<file path="src/rtl/msrh_credit_return_master_if.sv">
// Credit request/return bundle between dispatch, the credit master and the resource's return slave.
// The master modport is the credit-issuing side; slave is its environment.
interface msrh_credit_return_master_if #(
  parameter int unsigned MAX_CREDITS = 16
);
  localparam int unsigned CNT_W = $clog2(MAX_CREDITS) + 1;

  logic             i_get_credit;
  logic [CNT_W-1:0] i_credit_val;
  logic             o_credit_grant;
  logic             o_no_credits;
  logic             i_return_valid;
  logic [CNT_W-1:0] i_return_val;
  logic [CNT_W-1:0] o_credits;
  logic             o_all_returned;
  logic             o_overflow;

  modport master (
    input  i_get_credit,
    input  i_credit_val,
    input  i_return_valid,
    input  i_return_val,
    output o_credit_grant,
    output o_no_credits,
    output o_credits,
    output o_all_returned,
    output o_overflow
  );

  modport slave (
    output i_get_credit,
    output i_credit_val,
    output i_return_valid,
    output i_return_val,
    input  o_credit_grant,
    input  o_no_credits,
    input  o_credits,
    input  o_all_returned,
    input  o_overflow
  );
endinterface

</file>
<file path="src/rtl/msrh_credit_return_master.sv">
// Credit-issuing master: grants dispatch requests against the available credit count and
// absorbs credit returns through a one-cycle staging register.
module msrh_credit_return_master #(
  parameter int unsigned MAX_CREDITS = 16
) (
  input  logic                                 i_clk,
  input  logic                                 i_reset_n,
  msrh_credit_return_master_if.master          credit_if
);
  localparam int unsigned CNT_W = $clog2(MAX_CREDITS) + 1;
  localparam logic [CNT_W-1:0] MaxCnt = CNT_W'(MAX_CREDITS);
  localparam logic [CNT_W:0]   MaxCntWide = (CNT_W + 1)'(MAX_CREDITS);

  logic [CNT_W-1:0] r_credits;
  logic             r_ret_valid;
  logic [CNT_W-1:0] r_ret_val;
  logic             r_overflow;

  logic             no_credits;
  logic             credit_grant;
  logic [CNT_W:0]   credits_next;

  // Staged returns are deliberately excluded from the grant check.
  always_comb begin
    no_credits   = credit_if.i_get_credit & (r_credits < credit_if.i_credit_val);
    credit_grant = credit_if.i_get_credit & ~no_credits;
  end

  // One extra bit holds a return that pushes the count past MAX_CREDITS; grants never
  // exceed r_credits, so the subtraction cannot wrap.
  always_comb begin
    credits_next = {1'b0, r_credits};
    if (credit_grant) begin
      credits_next = credits_next - {1'b0, credit_if.i_credit_val};
    end
    if (r_ret_valid) begin
      credits_next = credits_next + {1'b0, r_ret_val};
    end
  end

  always_ff @(posedge i_clk or negedge i_reset_n) begin
    if (!i_reset_n) begin
      r_credits   <= MaxCnt;
      r_ret_valid <= 1'b0;
      r_ret_val   <= '0;
      r_overflow  <= 1'b0;
    end else begin
      r_ret_valid <= credit_if.i_return_valid;
      r_ret_val   <= credit_if.i_return_val;
      if (credits_next > MaxCntWide) begin
        r_credits  <= MaxCnt;
        r_overflow <= 1'b1;
      end else begin
        r_credits <= credits_next[CNT_W-1:0];
      end
    end
  end

`ifdef SIMULATION
  always_ff @(posedge i_clk) begin
    if (i_reset_n) begin
      assert (credits_next <= MaxCntWide)
        else $error("credit counter overflow: next=%0d max=%0d", credits_next, MAX_CREDITS);
    end
  end
`endif

  assign credit_if.o_no_credits   = no_credits;
  assign credit_if.o_credit_grant = credit_grant;
  assign credit_if.o_credits      = r_credits;
  assign credit_if.o_all_returned = (r_credits == MaxCnt) & ~r_ret_valid;
  assign credit_if.o_overflow     = r_overflow;

endmodule

</file>
<file path="src/flat_wrapper.sv">
// flat-port wrapper written by rule: the top's interface ports become plain ports
module msrh_credit_return_master_flat 
#(
  parameter int unsigned MAX_CREDITS = 16
)
  (i_clk, i_reset_n, credit_if_i_get_credit, credit_if_i_credit_val, credit_if_i_return_valid, credit_if_i_return_val, credit_if_o_credit_grant, credit_if_o_no_credits, credit_if_o_credits, credit_if_o_all_returned, credit_if_o_overflow);
  msrh_credit_return_master_if #(.MAX_CREDITS(MAX_CREDITS)) credit_if_i ();
  input  logic i_clk;
  input  logic i_reset_n;
  input wire logic [$bits(credit_if_i.i_get_credit)-1:0] credit_if_i_get_credit;
  input wire logic [$bits(credit_if_i.i_credit_val)-1:0] credit_if_i_credit_val;
  input wire logic [$bits(credit_if_i.i_return_valid)-1:0] credit_if_i_return_valid;
  input wire logic [$bits(credit_if_i.i_return_val)-1:0] credit_if_i_return_val;
  output wire logic [$bits(credit_if_i.o_credit_grant)-1:0] credit_if_o_credit_grant;
  output wire logic [$bits(credit_if_i.o_no_credits)-1:0] credit_if_o_no_credits;
  output wire logic [$bits(credit_if_i.o_credits)-1:0] credit_if_o_credits;
  output wire logic [$bits(credit_if_i.o_all_returned)-1:0] credit_if_o_all_returned;
  output wire logic [$bits(credit_if_i.o_overflow)-1:0] credit_if_o_overflow;
  assign credit_if_i.i_get_credit = credit_if_i_get_credit;
  assign credit_if_i.i_credit_val = credit_if_i_credit_val;
  assign credit_if_i.i_return_valid = credit_if_i_return_valid;
  assign credit_if_i.i_return_val = credit_if_i_return_val;
  assign credit_if_o_credit_grant = credit_if_i.o_credit_grant;
  assign credit_if_o_no_credits = credit_if_i.o_no_credits;
  assign credit_if_o_credits = credit_if_i.o_credits;
  assign credit_if_o_all_returned = credit_if_i.o_all_returned;
  assign credit_if_o_overflow = credit_if_i.o_overflow;
  msrh_credit_return_master #(.MAX_CREDITS(MAX_CREDITS)) u_core (.i_clk(i_clk), .i_reset_n(i_reset_n), .credit_if(credit_if_i));
endmodule
</file>
<file path="config.mk">
export PLATFORM = sky130hd
export DESIGN_NAME = msrh_credit_return_master_flat
export DESIGN_NICKNAME = d
export VERILOG_FILES = /design/src/rtl/msrh_credit_return_master_if.sv /design/src/rtl/msrh_credit_return_master.sv /design/src/flat_wrapper.sv
export SDC_FILE = /design/constraint.sdc
export NUM_CORES = 1
export LEC_CHECK = 0
export ABC_AREA = 1
export ABC_CLOCK_PERIOD_IN_PS = 3100
export CAP_MARGIN = 20
export CORE_MARGIN = 2
export CORE_UTILIZATION = 40
export DETAILED_ROUTE_END_ITERATION = 10
export GPL_TIMING_DRIVEN = 0
export PLACE_DENSITY = 0.69
export SLEW_MARGIN = 20
export SYNTH_ARGS = -nofsm -noshare
export SYNTH_HDL_FRONTEND = slang
export SYNTH_SLANG_ARGS = --single-unit
export TNS_END_PERCENT = 5
</file>
<file path="constraint.sdc">
create_clock -name i_clk -period 3.1 [get_ports i_clk]
set_clock_uncertainty 0.1 [all_clocks]
set_input_delay 0.775 -clock i_clk [delete_from_list [all_inputs] [get_ports i_clk]]
set_output_delay 0.775 -clock i_clk [all_outputs]
set_load 0.01 [all_outputs]
</file>
== After elaboration in Yosys (flattened, before gate mapping) ==
Cells that the tools add are included.
Word-level totals
  word-level logic and storage cells: 17
  register bits after elaboration: 12
  input port bits: 14
  output and inout bits: 9
Cells by class
  order comparisons: 2
  bitwise gates (word level): 5
  mux-type cells: 3
  equality and inequality tests: 1
  $add $sub $neg: 2
Operators with widths (count)
  two-way mux 6 bit: 2
  adder 6 x 5 -> 6 bit: 1
  > comparator 6 x 5 -> 1 bit (second input constant): 1
  subtractor 5 x 5 -> 6 bit: 1
  equality test 5 bit (second input constant): 1
  less-than comparator 5 bit: 1
  two-way mux 5 bit: 1
  AND 1 bit: 3
  inverter 1 bit: 2

== Logic depth before layout (Yosys ltp) ==
  word-level depth: 9
  mapped depth: 22

== Least setup slack after synthesis ==
OpenSTA, ideal clock, no wires.
  path type: input to register
  from: input credit_if_i_credit_val[0]
  to: register u_core.r_overflow (netlist: u_core.credit_if.o_overflow)
  data arrival time: 3.165 ns
  cell stages on the path: 18
  buffers on the path: 0
  setup slack: -0.282 ns
  path through: ha_1 > inv_1 > fa_1 > nand2_2 > inv_1 > nand2_1 > nand3_2 > nand2_2 > nand2_1 > and2_1 > ha_1 > a21oi_1 > o21ai_0 > o21ai_0 > xnor2_2 > nand3_1 > nand2_1 > nand2_1
On the way
  longest elaborated chain between the ends: 8
  elaborated cells between the ends (all ways): 9
  those cells by class: 2 x add/sub; 2 x order compare; 2 x mux; 3 x bitwise
RTL lines
  start, declared: RTL line flat_wrapper.sv:11  | input wire logic [$bits(credit_if_i.i_credit_val)-1:0] credit_if_i_credit_val;
  less-than comparator 5 bit: RTL line msrh_credit_return_master.sv:25  | no_credits = credit_if.i_get_credit & (r_credits < credit_if.i_credit_val);
  AND 1 bit: RTL line msrh_credit_return_master.sv:25
  inverter 1 bit: RTL line msrh_credit_return_master.sv:26  | credit_grant = credit_if.i_get_credit & ~no_credits;
  AND 1 bit: RTL line msrh_credit_return_master.sv:26
  two-way mux 6 bit (*): RTL line msrh_credit_return_master.sv:33  | if (credit_grant) begin
  adder 6 x 5 -> 6 bit: RTL line msrh_credit_return_master.sv:37  | credits_next = credits_next + {1'b0, r_ret_val};
  two-way mux 6 bit (*): RTL line msrh_credit_return_master.sv:36  | if (r_ret_valid) begin
  > comparator 6 x 5 -> 1 bit (*): RTL line msrh_credit_return_master.sv:50  | if (credits_next > MaxCntWide) begin
  end signal, assigned: RTL line msrh_credit_return_master.sv:46  | r_overflow <= 1'b0;
  end signal, assigned: RTL line msrh_credit_return_master.sv:52  | r_overflow <= 1'b1;
  end, declared: RTL line msrh_credit_return_master.sv:17  | logic r_overflow;
Every way passes the cells marked *; elsewhere a longest branch is shown, timed or not.
A chain may end at the register's enable or synchronous reset.

== Worst setup path after layout ==
  from: input credit_if_i_credit_val[3]
  to: register u_core.r_overflow (netlist: u_core.credit_if.o_overflow)
The elaborated chain is that of the path after synthesis.

==> impl_metrics.tcl <==
set metrics [dict create \
    result_of_the_run "finished with violations" \
    violations "setup timing" \
    cell_leakage_power_uw 0.000765 \
    worst_path_dominant_cell_family "simple AND/OR/NAND/NOR gates" \
    ys.warnings.count 0 \
    timing.critical_path.to_type "flip-flop" \
    layout-drive-gt1-share_pct 44.2 \
    antenna_left 0 \
    mappedNetlistNets 157 \
    power.ir.vdd_worst_uv 587 \
    fin_crit_sh_pct 100 \
    multiInputGateArea_um2 818 \
    avgRoutedWirePerCell_um 12.8 \
    timing.critical_path.required_ps 3180 \
    drt-initial-drc-count 16 \
    min-delay-start "u_core.credit_if.o_overflow" \
    max_cap_viol_count 0 \
    slew_violations 0 \
    r2r-end "u_core.credit_if.o_overflow" \
    die_area_um2 2910 \
    grt-ovfl-total 0 \
    cp_slowest_cell "sky130_fd_sc_hd__ha_4" \
    cts-root-buf "sky130_fd_sc_hd__clkbuf_4" \
    fin_tns_setup_ps -14.8 \
    finalInstanceArea_um2 1600 \
    reg2reg_slack_ps 30 \
    core_box_area_um2 2410 \
    critical_path_arrival_ps 3190 \
    rows 18 \
    synth_sequential_area_ratio_pct 30.2 \
    syn_inst 131 \
    total_number_of_clock_tree_sinks 12 \
    switchingPower_uw 639 \
    drc 0 \
    cell_repeated_most_along_the_worst_path "sky130_fd_sc_hd__nand2_2" \
    number_of_global_route_vias_before_repair 945 \
    pwr_density_cell_nw_per_um2 889 \
    crit_chain "dlygate4sd2_1 > inv_2 > ha_4 > nand2_2 > nand2_2 > nand2_4 > nand3_4 > buf_4 > nand3_1 > nand2_2 > inv_1 > ha_1 > nand2_2 > nor3_2 > o21ai_2 > xnor2_2 > nand2_2 > nand2_1 > nand2_1" \
    gpl.final_weighted_congestion 0.868 \
    route.detailed.vias_per_inst 4.99 \
    dieHeight_um 53.9 \
    cellInternalPower_uw 787 \
    cp.depth 19 \
    max_slew.worst_pin.slew_ps 567 \
    worst-setup-path-type "in -> reg" \
    setup_ws_ps -14.8 \
    pin_count 23 \
    post_synth_num_cell_types 24 \
    fmax_mhz 321 \
    slew_headroom_pct 62.1 \
    fillCellCount 206 \
    synthesis_stage_register_bit_count 12 \
    dr_total_vias 1008 \
    initial_core_util_pct 41.4 \
    critical_register_to_register_path_startpoint "u_core.credit_if.o_credits[0]" \
    clk_transition_reported_paths_ps 80 \
    holdPathStages 2 \
    hpwl_mm 1.74 \
    synth_top_cell_by_area "sky130_fd_sc_hd__dfrtp_1" \
    grt_max_degree 13 \
    clock_path_buffers 2 \
    portBuffers 22 \
    floorplan.die.width_um 53.9 \
    r2r_cells 19 \
    globalRouteMet3Util_pct 1.67 \
    global_route.peak_usage_layer "met2" \
    diodes 0 \
    switching_share_pct 44.8 \
    top_cell_type_s_share_of_synthesized_area_pct 27.6 \
    startpoint_class "input port" \
    grt_first_pass_wirelength_mm 3.99 \
    critical_path_peak_fanout 5 \
    grtUsageMet1_pct 20.9 \
    postPlaceCellArea_um2 1330 \
    wl_mm 2.58 \
    register_area_um2 302 \
    path_buf_inv 4 \
    detailedRoute.firstPassIterationCount 4 \
    tritoncts.num_buffers 3 \
    clockPowerShare_pct 7.4 \
    clock_tree_from_tritoncts "yes" \
    nets_finish 199 \
    htree_levels 1 \
    layout-area-overhead-vs-synth_pct 60.9 \
    seq_power_share_pct 16.5 \
    post_cts_hold_buffer_count 0 \
    global_route.usage.met2_pct 38.8 \
    comb_power_share_pct 76.1 \
    min_delay_worst_endpoint "u_core.credit_if.o_overflow" \
    slowest_cell_delay_on_critical_path_ps 290 \
    synth.area.top_cells "sky130_fd_sc_hd__dfrtp_1, sky130_fd_sc_hd__ha_1, sky130_fd_sc_hd__nand2_1" \
    final-setup-viol-count 1 \
    global_route.usage.total_pct 19.6 \
    avgSynthCellArea_um2 7.61 \
    synth.cell_area_um2 997 \
    timing.final.hold_violations 0 \
    min_period_ps 3110 \
    unrepaired_setup_endpoints_after_global_routing "yes" \
    antenna_violations_before_repair 0 \
    worstHoldPathType "reg -> reg" \
    insertion_delay_ps 280 \
]
## registers in the layout, summed over array words and instances (netlist names)
signal / cells
u_core.credit_if.o_credits: 5
u_core.r_ret_valid: 1
u_core.r_ret_val: 5
u_core.credit_if.o_overflow: 1
## stage by stage
| stage | hold WS, ps | cells | power, uW | util [%] | worst slack (ps) |
|---|---|---|---|---|---|
| floorplan | 379 | 131 | 809 | - | -98.1 |
| global placement | 345 | 183 | 1000 | 55.1 | -863 |
| detailed placement | 364 | 183 | 1020 | 55.1 | -899 |
| CTS | 384 | 201 | 1340 | 64.3 | 7.47 |
| global route | 416 | 202 | 1550 | 66.6 | -193 |
| finish | 377 | 202 | 1430 | 66.6 | -14.8 |
## tightest hold or removal path: cells and delay by family (launching register included)
family	cells	cell delay [ps]
buffers and inverters	1	40
DFF	1	350
and+or+nand+nor	1	60
## cell usage after synthesis
master,number
sky130_fd_sc_hd__fa_1,2
sky130_fd_sc_hd__nand3_2,1
sky130_fd_sc_hd__o21ai_1,1
sky130_fd_sc_hd__dfrtp_1,11
sky130_fd_sc_hd__nand4_1,1
sky130_fd_sc_hd__a21oi_1,9
sky130_fd_sc_hd__nand2_2,7
sky130_fd_sc_hd__nand2_1,25
sky130_fd_sc_hd__clkinv_1,1
sky130_fd_sc_hd__a21oi_4,1
sky130_fd_sc_hd__o21ai_0,6
sky130_fd_sc_hd__nor2_1,5
sky130_fd_sc_hd__or2_2,1
sky130_fd_sc_hd__dfstp_2,1
sky130_fd_sc_hd__xnor2_1,2
sky130_fd_sc_hd__xnor2_2,1
sky130_fd_sc_hd__xor2_1,1
sky130_fd_sc_hd__ha_1,10
sky130_fd_sc_hd__inv_1,23
sky130_fd_sc_hd__nand3_1,13
sky130_fd_sc_hd__and2_1,3
sky130_fd_sc_hd__a21oi_2,2
sky130_fd_sc_hd__nor3_1,3
sky130_fd_sc_hd__nor2_2,1
## logic make-up after synthesis
family / share of synthesized area (%)
xor+xnor: 4.27
flops: 30.2
fa+ha+maj: 16.6
buf+inv: 9.03
simple gates: 28.5
compound gates: 11.4
## worst max path at each step
stage	end	slack [ps]	from
floorplan	u_core.credit_if.o_credits[2]	-100	credit_if_i_credit_val[0]
global placement	u_core.credit_if.o_overflow	-860	credit_if_i_credit_val[0]
detailed placement	u_core.credit_if.o_overflow	-900	credit_if_i_credit_val[0]
CTS	u_core.credit_if.o_overflow	7	credit_if_i_credit_val[1]
global route	u_core.credit_if.o_overflow	-190	credit_if_i_credit_val[0]
finish	u_core.credit_if.o_overflow	-10	credit_if_i_credit_val[3]
## power by group through the flow
| stage | combinational, uW | clock, uW | sequential, uW |
|---|---|---|---|
| floorplan | 573 | 0 | 236 |
| global placement | 775 | 0 | 227 |
| detailed placement | 789 | 0 | 229 |
| CTS | 995 | 107 | 233 |
| global route | 1200 | 116 | 239 |
| finish | 1080 | 106 | 235 |
## placed cells by master (no fill, tap or decap), types with 4 or more instances in the layout
cell	instances
sky130_fd_sc_hd__dfrtp_1	11
sky130_fd_sc_hd__a21oi_1	7
sky130_fd_sc_hd__nand2_4	4
sky130_fd_sc_hd__inv_1	13
sky130_fd_sc_hd__buf_4	15
sky130_fd_sc_hd__nor2_1	4
sky130_fd_sc_hd__nand2_2	13
sky130_fd_sc_hd__inv_2	9
sky130_fd_sc_hd__nand3_1	10
sky130_fd_sc_hd__clkdlybuf4s50_1	15
sky130_fd_sc_hd__dlygate4sd2_1	5
sky130_fd_sc_hd__nand2_1	15
sky130_fd_sc_hd__ha_4	8
## final cells by class
cell class	count	area share (%)
clock buffer	4	1.64
inverter	24	5.77
sequential	12	18.8
timing repair buffer	37	20.4
tap	30	2.34
multi-input combinational	95	51.0
## routing by layer
| layer | up-vias | wire length, um |
|---|---|---|
| li1 | 503 | - |
| met1 | 470 | 1020 |
| met2 | 29 | 1410 |
| met3 | 6 | 96 |
| met4 | 0 | 47 |
| met5 | - | 0 |
## timing repair
item / CTS / global route
setup buffers: 14 / 1
gates resized for setup: 39 / 11
pin swaps: 23 / 10
endpoints found under the hold margin: 0 / 0
endpoints found under the setup margin: 8 / 5
Power figures use the tool's default switching activity.
